File: src/rtl/somador_serial.sv
// somador_serial: bit-serial adder/subtractor. A single full-adder cell
// (somadorcompleto) is reused over WIDTH clocks, LSB first, with the carry
// held in a flip-flop between bits.
//
// Ports:
//   clk      in   system clock, rising edge
//   rst      in   asynchronous active-high reset
//   start    in   operation request, sampled only when not busy
//   sub      in   0 = a+b, 1 = a-b, sampled with start
//   a, b     in   WIDTH-bit operands, sampled with start
//   busy     out  high while bits are being processed
//   done     out  one-cycle pulse when s/cout/overflow become valid
//   s        out  WIDTH-bit result register
//   cout     out  final carry out (subtract: 1 = no borrow)
//   overflow out  two's-complement overflow flag

// Single-bit full adder cell.
module somadorcompleto (
    input  logic a,
    input  logic b,
    input  logic cin,
    output logic s,
    output logic cout
);
    assign s    = a ^ b ^ cin;
    assign cout = (a & b) | (cin & (a ^ b));
endmodule

module somador_serial #(
    parameter int unsigned WIDTH = 8
) (
    input  logic             clk,
    input  logic             rst,
    input  logic             start,
    input  logic             sub,
    input  logic [WIDTH-1:0] a,
    input  logic [WIDTH-1:0] b,
    output logic             busy,
    output logic             done,
    output logic [WIDTH-1:0] s,
    output logic             cout,
    output logic             overflow
);
    localparam int unsigned CNT_W = (WIDTH > 1) ? $clog2(WIDTH) : 1;

    typedef enum logic [1:0] {
        OCIOSO  = 2'd0,
        SOMANDO = 2'd1,
        FIM     = 2'd2
    } state_t;

    state_t             state_q, state_d;
    logic [WIDTH-1:0]   a_q, a_d;
    logic [WIDTH-1:0]   b_q, b_d;
    logic               carry_q, carry_d;
    logic [CNT_W-1:0]   cnt_q, cnt_d;
    logic [WIDTH-1:0]   s_q, s_d;
    logic               cout_q, cout_d;
    logic               ovf_q, ovf_d;
    logic               busy_q, busy_d;
    logic               done_q, done_d;

    logic               fa_s_c;
    logic               fa_cout_c;

    // The one shared adder cell works on the current LSBs and held carry.
    somadorcompleto u_fa (
        .a    (a_q[0]),
        .b    (b_q[0]),
        .cin  (carry_q),
        .s    (fa_s_c),
        .cout (fa_cout_c)
    );

    // State and datapath registers.
    always_ff @(posedge clk or posedge rst) begin
        if (rst) begin
            state_q <= OCIOSO;
            a_q     <= '0;
            b_q     <= '0;
            carry_q <= 1'b0;
            cnt_q   <= '0;
            s_q     <= '0;
            cout_q  <= 1'b0;
            ovf_q   <= 1'b0;
            busy_q  <= 1'b0;
            done_q  <= 1'b0;
        end else begin
            state_q <= state_d;
            a_q     <= a_d;
            b_q     <= b_d;
            carry_q <= carry_d;
            cnt_q   <= cnt_d;
            s_q     <= s_d;
            cout_q  <= cout_d;
            ovf_q   <= ovf_d;
            busy_q  <= busy_d;
            done_q  <= done_d;
        end
    end

    // Next-state and datapath control.
    always_comb begin
        state_d = state_q;
        a_d     = a_q;
        b_d     = b_q;
        carry_d = carry_q;
        cnt_d   = cnt_q;
        s_d     = s_q;
        cout_d  = cout_q;
        ovf_d   = ovf_q;
        busy_d  = busy_q;
        done_d  = 1'b0;

        case (state_q)
            OCIOSO, FIM: begin
                if (start) begin
                    // Subtraction is a + ~b + 1: invert b, seed the carry.
                    a_d     = a;
                    b_d     = sub ? ~b : b;
                    carry_d = sub;
                    cnt_d   = '0;
                    busy_d  = 1'b1;
                    state_d = SOMANDO;
                end else begin
                    state_d = OCIOSO;
                end
            end
            SOMANDO: begin
                carry_d = fa_cout_c;
                s_d     = {fa_s_c, s_q[WIDTH-1:1]};
                a_d     = {1'b0, a_q[WIDTH-1:1]};
                b_d     = {1'b0, b_q[WIDTH-1:1]};
                cnt_d   = cnt_q + CNT_W'(1);
                if (cnt_q == CNT_W'(WIDTH - 1)) begin
                    // carry_q here is the carry into the MSB.
                    cout_d  = fa_cout_c;
                    ovf_d   = fa_cout_c ^ carry_q;
                    done_d  = 1'b1;
                    busy_d  = 1'b0;
                    state_d = FIM;
                end
            end
            default: begin
                state_d = OCIOSO;
                busy_d  = 1'b0;
            end
        endcase
    end

    assign busy     = busy_q;
    assign done     = done_q;
    assign s        = s_q;
    assign cout     = cout_q;
    assign overflow = ovf_q;

endmodule
File: config.mk
export PLATFORM = sky130hd
export DESIGN_NAME = somador_serial
export DESIGN_NICKNAME = d
export VERILOG_FILES = /design/src/rtl/somador_serial.sv
export SDC_FILE = /design/constraint.sdc
export NUM_CORES = 1
export LEC_CHECK = 0
export CAP_MARGIN = 20
export CORE_MARGIN = 10
export CORE_UTILIZATION = 30
export DETAILED_ROUTE_END_ITERATION = 6
export PLACE_DENSITY_LB_ADDON = 0.05
export SLEW_MARGIN = 20
export SYNTH_ARGS = -nofsm -noshare
export SYNTH_HDL_FRONTEND = slang
export SYNTH_HIERARCHICAL = 1
export SYNTH_SLANG_ARGS = --single-unit
File: constraint.sdc
create_clock -name clk -period 2 [get_ports clk]
set_input_delay 0.4 -clock clk [delete_from_list [all_inputs] [get_ports clk]]
set_output_delay 0.4 -clock clk [all_outputs]
set_load 0.005 [all_outputs]
==> results.ini, run 1 <==
[detailed_routing]
wl_met2_mm = 1.47
top_layer = met4
initialDrtViolationCount = 97
ant_nets = 0
vias = 970
wl_met3_um = 156
wl_mm = 3.15
first_pass_iters = 4
routedWlPerCell_um = 14.6
drc = 0
wl_met1_mm = 1.50
viasPerCell = 4.49

[job]
max_cap_violations = 0

[clocking]
htreeDepth = 2
cts_tree = yes
ctsHoldBuffers = 0
cts_root_buf = clkbuf_8
clk_pin_slew_worst_paths_ps = 60
cts.path.max_buffers = 2
post_cts_buffers = 0
worstSkewPairLatency_ps = 280
cts_buffers = 5
cts_resized = 0
clkSinkCount = 34

[sta]
finalWorstSetupSlack_ps = 436
rsz0062_at_grt = no
finalSetupViolCount = 0
worst_pin_slew_ps = 437
timing.hold.ws_ps = 478
fin_skew_ps = 5.93
final-max-slew-violation-count = 0
finalCriticalPeriod_ps = 1560
slew_headroom = 0.709
setup_tns_ps = 0
period_share = 0.782
finalHoldViolCount = 0
fmax_mhz = 639

[finish]
stdcell_count = 216
n_antenna_cell = 0
fin_util = 0.418
fin_nets = 171
fin_area_um2 = 1990
area_growth_pct = 33.6
drive_above_1_share = 0.168

[place]
dp.cells = 208
post-dp-hpwl_mm = 2.22
io_buffer_count = 31
routabilityCongestion = 0.682
dpl-instance-area_um2 = 1880
post-place-ws_ps = 246

[die]
die_h_um = 90.4
pin_count = 32
die_area_um2 = 8180
coreArea_um2 = 4750
fp.dieW_um = 90.4
start_util = 0.313
fp-row-count = 25

[worst_setup_path]
worstPathRequired_ps = 1600
cp_slowest_stage_delay_ps = 520
r2r-start = state_q[0]
cp-start-kind = register
path_cells = clkdlybuf4s50_1
cp_slowest_cell = clkdlybuf4s50_1
startpoint = s[1]
crit_path_end_kind = primary output
crit_family = buffers and inverters
worst_ep_arrival_time_ps = 1160
path_class = reg2out
critPathMaxFanout = 3
path_buf_inv = 1

[logic_synthesis]
synth.distinct_cells = 21
synth_common_cells = dfrtp_1, a22o_1, mux2_2
netlist.area_leader.share = 0.572
synth-main-ff-cell = dfrtp_1
syn_inst = 112
syn_nets = 135
yosysMostFrequentCell = dfrtp_1
synth_top_cell_by_area = dfrtp_1
synth_edf_count = 0
yosysWarnings = 6
postSynthAreaPerCell_um2 = 13.3
synth.area.top_cells = dfrtp_1, mux2_2, a22o_1
ys_async_sr_fraction = 1.00
ys_seq_elements = 34
post_synth_instance_area_um2 = 1490
yosysSeqAreaShare = 0.572

[worst_hold_path]
worstHoldStart = a_q[3]
holdCritPathClass = reg2reg

[global_route]
grt_pass1_vias = 1077
grt_usage = 0.0839
grt_max_degree = 35
antenna_found_initial = 0
grt-ovfl-total = 0
grt_pass1_wl_mm = 5.51

[pwr]
total_power_mw = 3.08
leakage_nw = 0.913
ir_drop_mv = 0.548
power_density_nw_per_um2 = 1550

[status]
outcome = finished, final reports clean

[path summary, 6_finish.rpt]
path	endpoint	slack [ps]	depth (start not counted)
setup / recovery	s[1]	440	1
hold / removal	a_q[3]	480	1
setup reg to reg	b_q[1]	520	4
hold reg to reg	a_q[3]	480	1
max in group asynchronous	state_q[0]	1170	3
min in group asynchronous	done	520	3
[sequential cells by signal, summed over array words and instances (netlist names)]
signal	cells
carry_q	1
overflow	1
b_q	8
busy	1
s	8
cnt_q	3
a_q	8
state_q	2
done	1
cout	1
[kinds of logic after synthesis]
kind of cell	Yosys count	synth area share
xor+xnor	9	0.0530
buf+inv	10	0.0463
mux	10	0.0757
simple gates	15	0.0513
flops	34	0.572
fa+ha+maj	3	0.0303
compound gates	31	0.172
[layer usage]
metal / track usage / vias up
met1: 0.106 / 465
met5: 0 / -
li1: - / 474
met4: 0.0318 / 0
met3: 0.0374 / 2
met2: 0.122 / 29
[placed cells by master, fill, tap and decap left out, types with 2 or more instances in the layout]
cell | synthesis | layout
clkbuf_8 | 0 | 8
ha_1 | 2 | 2
inv_1 | 2 | 2
dfrtp_1 | 34 | 34
o21ai_0 | 2 | 2
a21o_1 | 8 | 8
clkdlybuf4s50_1 | 0 | 31
nand2_1 | 2 | 2
buf_4 | 1 | 5
nor2_1 | 8 | 8
a22o_1 | 12 | 12
a21oi_1 | 2 | 2
and2_1 | 2 | 2
xnor2_1 | 8 | 8
a221o_1 | 7 | 7
mux2_2 | 10 | 10
[cell type report]
type | count | area (µm²)
Clock buffer | 8 | 110
Timing Repair Buffer | 37 | 368
Multi-Input combinational cell | 68 | 568
Tap cell | 67 | 83.8
Sequential cell | 34 | 851
Fill cell | 467 | 2770
Inverter | 2 | 7.51
[where the power goes]
group	leakage, nW	switching, mW	internal [mW]
combinational	0.436	0.503	0.794
clock	0.0575	0.229	0.347
sequential	0.420	0.197	1.01
total	0.913	0.930	2.15
Power figures use the tool's default switching activity.
==> inputs of run 2 (changes only) <==
==> constraint.sdc (replaced) <==
create_clock -name clk -period 1.5 [get_ports clk]
set_input_delay 0.3 -clock clk [delete_from_list [all_inputs] [get_ports clk]]
set_output_delay 0.3 -clock clk [all_outputs]
set_load 0.005 [all_outputs]
==> results.ini, run 2 (synthesis results as in run 1) <==
[worst_setup_path]
path_buf_inv = 1  ; unchanged
worst_ep_arrival_time_ps = 1140  ; was 1160 ps
worstPathRequired_ps = 1200  ; was 1600 ps
cp_slowest_cell = clkdlybuf4s50_1  ; unchanged
cp_slowest_stage_delay_ps = 510  ; was 520 ps
r2r-start = cnt_q[0]  ; was state_q[0]
reg2reg_slack_ps = 120  ; was 520 ps
crit_family = buffers and inverters  ; unchanged
critPathMaxFanout = 3  ; unchanged
timing.rr.end = cout  ; was b_q[1]
path_cells = clkdlybuf4s50_1  ; unchanged
ff2ff_path_depth = 4  ; unchanged
cp-start-kind = register  ; unchanged
path_class = reg2out  ; unchanged
crit_path_end_kind = primary output  ; unchanged

[detailed_routing]
wl_met3_um = 156  ; unchanged
top_layer = met4  ; unchanged
ant_nets = 0  ; unchanged
wl_met2_mm = 1.46  ; was 1.47 mm
drc = 0  ; unchanged
wl_mm = 3.22  ; was 3.15 mm
first_pass_iters = 6  ; was 4
vias = 1006  ; was 970
viasPerCell = 4.53  ; was 4.49
routedWlPerCell_um = 14.5  ; was 14.6 µm
initialDrtViolationCount = 28  ; was 97
wl_met1_mm = 1.57  ; was 1.50 mm

[finish]
fin_nets = 178  ; was 171
n_antenna_cell = 0  ; unchanged
layout_common_cells = dfrtp_1, clkdlybuf4s50_1, a22o_1  ; unchanged
drive_above_1_share = 0.187  ; was 0.168
layout_commonest_cell = dfrtp_1  ; unchanged
n_fill_cell = 460  ; was 467
area_growth_pct = 37.4  ; was 33.6%

[die]
fp.dieW_um = 90.4  ; unchanged
start_util = 0.313  ; unchanged
pin_count = 32  ; unchanged
die_area_um2 = 8180  ; unchanged
coreArea_um2 = 4750  ; unchanged
fp-row-count = 25  ; unchanged
die_h_um = 90.4  ; unchanged

[sta]
final-max-slew-violation-count = 0  ; unchanged
fmax_mhz = 692
period_share = 0.963
slew_headroom = 0.787  ; was 0.709
finalHoldViolCount = 0  ; unchanged
finalCriticalPeriod_ps = 1440
setup_tns_ps = 0  ; unchanged
finalSetupViolCount = 0  ; unchanged
worst_pin_slew_ps = 319  ; was 437 ps
fin_skew_ps = 7.41  ; was 5.93 ps
rsz0062_at_grt = no  ; unchanged
finalWorstSetupSlack_ps = 55.4  ; was 436 ps

[global_route]
grt_max_degree = 35  ; unchanged
antenna_found_initial = 0  ; unchanged
grt-ovfl-total = 0  ; unchanged
grt_pass1_vias = 1098  ; was 1077
grt_pass1_wl_mm = 5.68  ; was 5.51 mm
grt_usage = 0.0865  ; was 0.0839

[worst_hold_path]
holdCritPathClass = in2async  ; was reg2reg

[clocking]
cts.path.max_buffers = 2  ; unchanged
clkSinkCount = 34  ; unchanged
ctsHoldBuffers = 0  ; unchanged
clk_pin_slew_worst_paths_ps = 70  ; was 60 ps
cts_tree = yes  ; unchanged
cts_root_buf = clkbuf_8  ; unchanged
worstSkewPairLatency_ps = 280  ; about the same
cts_buffers = 5  ; unchanged
htreeDepth = 2  ; unchanged

[place]
routabilityCongestion = 0.687  ; was 0.682
io_buffer_count = 31  ; unchanged
post-place-ws_ps = -119  ; was 246 ps
post-dp-hpwl_mm = 2.27  ; was 2.22 mm

[pwr]
leakage_nw = 0.988  ; was 0.913 nW
ir_drop_mv = 0.863  ; was 0.548 mV
power_density_nw_per_um2 = 1990  ; was 1550 nW/µm²

[status]
outcome = finished, final reports clean  ; unchanged

[job]
max_cap_violations = 0  ; unchanged

## run 2: cell count changes in the layout (fill, tap and decap cells not counted)
cell,before,now
buf_4,5,10
clkdlybuf4s50_1,31,26
dlymetal6s2s_1,0,5
clkbuf_8,8,5
buf_12,1,3
clkbuf_1,0,2
## run 2: area by class of cell
cell class	count	area, µm²	share of cell area
inverters	2	7.51	0.00367
well taps	67	83.8	0.0410
flip-flops and latches	34	851	0.416
clock buffers	7	76.3	0.0373
repair buffers	44	458	0.224
multi-input cells	68	568	0.278
## run 2: how the worst max path moves through the flow
stage	to	cells past startpoint	slack (ps)	startpoint
after floorplan	carry_q	3	190	a_q[0]
after global placement	b_q[6]	5	-80	start
after detailed placement	b_q[1]	5	-120	start
after CTS	s[3]	1	10	s[3]
after global routing	overflow	1	0.2	overflow
final	s[3]	1	60	s[3]
## run 2: metal layers
layer	track usage	up-vias
met2	0.125	26
met4	0.0358	0
li1	-	486
met3	0.0382	3
met1	0.109	491
met5	0	-
## run 2: report_power, final
part	internal, mW	switching (mW)	total [mW]	leakage, nW
Sequential	1.35	0.249	1.60	0.420
Combinational	1.14	0.703	1.84	0.530
Clock	0.319	0.302	0.621	0.0383
Total	2.81	1.25	4.06	0.988
## run 2: through the flow
step                       util  area, µm²  std cells  total power, mW  hold slack, ps
after CTS                 0.419       1990        217             4.08             374
after global placement    0.403       1920        210             3.39             460
final                     0.430       2040        222             4.06             373
after floorplan               -       1490        112             2.76             440
after detailed placement  0.403       1920        210             3.43             462
after global routing      0.430       2040        222             4.44             387
## run 2: repair_timing
item / in CTS / in global routing
buffers inserted: 0 / 5
endpoints found under the setup margin: 0 / 8
resized for setup: 0 / 5
==> inputs of run 3 (changes only) <==
==> constraint.sdc (replaced) <==
create_clock -name clk -period 1.5 [get_ports clk]
set_input_delay 0.225 -clock clk [delete_from_list [all_inputs] [get_ports clk]]
set_output_delay 0.225 -clock clk [all_outputs]
set_load 0.005 [all_outputs]
==> results.ini, run 3 (synthesis results as in run 1) <==
[die]
fp.dieW_um = 90.4  ; unchanged
coreArea_um2 = 4750  ; unchanged
start_util = 0.313  ; unchanged
die_area_um2 = 8180  ; unchanged
pin_count = 32  ; unchanged
die_h_um = 90.4  ; unchanged
fp-row-count = 25  ; unchanged

[finish]
fin_nets = 172  ; was 178
area_growth_pct = 33.6  ; was 37.4%
multi_input_area_um2 = 568  ; unchanged
layout_common_cells = dfrtp_1, clkdlybuf4s50_1, a22o_1  ; unchanged
seqCellArea_um2 = 851  ; unchanged
fin_area_um2 = 1990  ; was 2040 µm²
fin_util = 0.418  ; was 0.430
n_antenna_cell = 0  ; unchanged
layout_commonest_cell = dfrtp_1  ; unchanged
n_fill_cell = 481  ; was 460
drive_above_1_share = 0.154  ; was 0.187

[global_route]
grt_pass1_wl_mm = 5.54  ; was 5.68 mm
grt-ovfl-total = 0  ; unchanged
grt_max_degree = 35  ; unchanged
grt_pass1_vias = 1043  ; was 1098
antenna_found_initial = 0  ; unchanged
grt_usage = 0.0851  ; was 0.0865

[pwr]
power_density_nw_per_um2 = 2010  ; was 1990 nW/µm²
leakage_nw = 0.906  ; was 0.988 nW
ir_drop_mv = 0.699  ; was 0.863 mV

[clocking]
clk_pin_slew_worst_paths_ps = 70  ; about the same
cts_buffers = 5  ; unchanged
cts_tree = yes  ; unchanged
ctsHoldBuffers = 0  ; unchanged
cts_resized = 0  ; unchanged
cts.path.max_buffers = 2  ; unchanged
cts_root_buf = clkbuf_8  ; unchanged
worstSkewPairLatency_ps = 280  ; about the same
post_cts_buffers = 0  ; unchanged
clkSinkCount = 34  ; unchanged
htreeDepth = 2  ; unchanged

[worst_setup_path]
critPathMaxFanout = 3  ; unchanged
cp_slowest_cell = clkdlybuf4s50_1  ; unchanged
cp-start-kind = register  ; unchanged
crit_path_end_kind = primary output  ; unchanged
path_cells = clkdlybuf4s50_1  ; unchanged
cp_slowest_stage_delay_ps = 520  ; was 510 ps
worstPathRequired_ps = 1270  ; was 1200 ps
path_buf_inv = 1  ; unchanged
crit_family = buffers and inverters  ; unchanged
worst_ep_arrival_time_ps = 1160  ; was 1140 ps
path_class = reg2out  ; unchanged

[status]
outcome = finished, final reports clean  ; unchanged

[sta]
finalWorstSetupSlack_ps = 115  ; was 55.4 ps
setup_tns_ps = 0  ; unchanged
finalHoldViolCount = 0  ; unchanged
worst_pin_slew_ps = 361  ; was 319 ps
final-max-slew-violation-count = 0  ; unchanged
period_share = 0.923  ; was 0.963
rsz0062_at_grt = no  ; unchanged
fmax_mhz = 722  ; was 692 MHz
timing.hold.ws_ps = 301  ; was 373 ps
finalSetupViolCount = 0  ; unchanged
finalCriticalPeriod_ps = 1380  ; was 1440 ps
slew_headroom = 0.759  ; was 0.787
fin_skew_ps = 9.75  ; was 7.41 ps

[detailed_routing]
ant_nets = 0  ; unchanged
drc = 0  ; unchanged
wl_mm = 3.22  ; about the same
first_pass_iters = 5  ; was 6
routedWlPerCell_um = 14.9  ; was 14.5 µm
initialDrtViolationCount = 40  ; was 28
vias = 992  ; was 1006
viasPerCell = 4.59  ; was 4.53

[place]
io_buffer_count = 31  ; unchanged
post-place-ws_ps = -42.4  ; was -119 ps
dpl-instance-area_um2 = 1910  ; was 1920 µm²
routabilityCongestion = 0.688  ; was 0.687
post-dp-hpwl_mm = 2.27  ; about the same

[job]
max_cap_violations = 0  ; unchanged

[worst_hold_path]
holdCritPathClass = in2async  ; unchanged

-- run 3: layout make-up --
cell class                      count  share of cell area
Timing Repair Buffer               38               0.202
Tap cell                           67              0.0422
Inverter                            2             0.00378
Clock buffer                        7              0.0384
Multi-Input combinational cell     68               0.286
Sequential cell                    34               0.428
-- run 3: per-layer routing --
metal	global-route usage	vias up	part of all wire
li1	-	475	-
met1	0.112	486	0.50
met2	0.117	29	0.44
met3	0.0299	2	0.053
met4	0.0477	0	0.0071
met5	0	-	0
-- run 3: power by group --
part	internal [mW]	switching, mW	leakage (nW)
clock	0.319	0.310	0.0383
combinational	1.07	0.682	0.448
sequential	1.35	0.262	0.420
-- run 3: worst paths after layout --
| kind | from | endpoint | slack [ps] | depth (start not counted) |
|---|---|---|---|---|
| min | rst | a_q[2] | 300 | 3 |
| max | s[3] | s[3] | 120 | 1 |
| min reg2reg | a_q[2] | a_q[2] | 480 | 1 |
| min in group clk | a_q[2] | a_q[2] | 480 | 1 |
| max in group asynchronous | rst | cnt_q[0] | 1020 | 3 |
| max reg2reg | cnt_q[0] | cout | 130 | 4 |
-- run 3: through the flow --
stage	instances	power, mW
4_1_cts	216	4.08
2_1_floorplan	112	2.76
6_report	216	4.00
5_1_grt	216	4.33
3_3_place_gp	209	3.38
3_5_place_dp	209	3.43
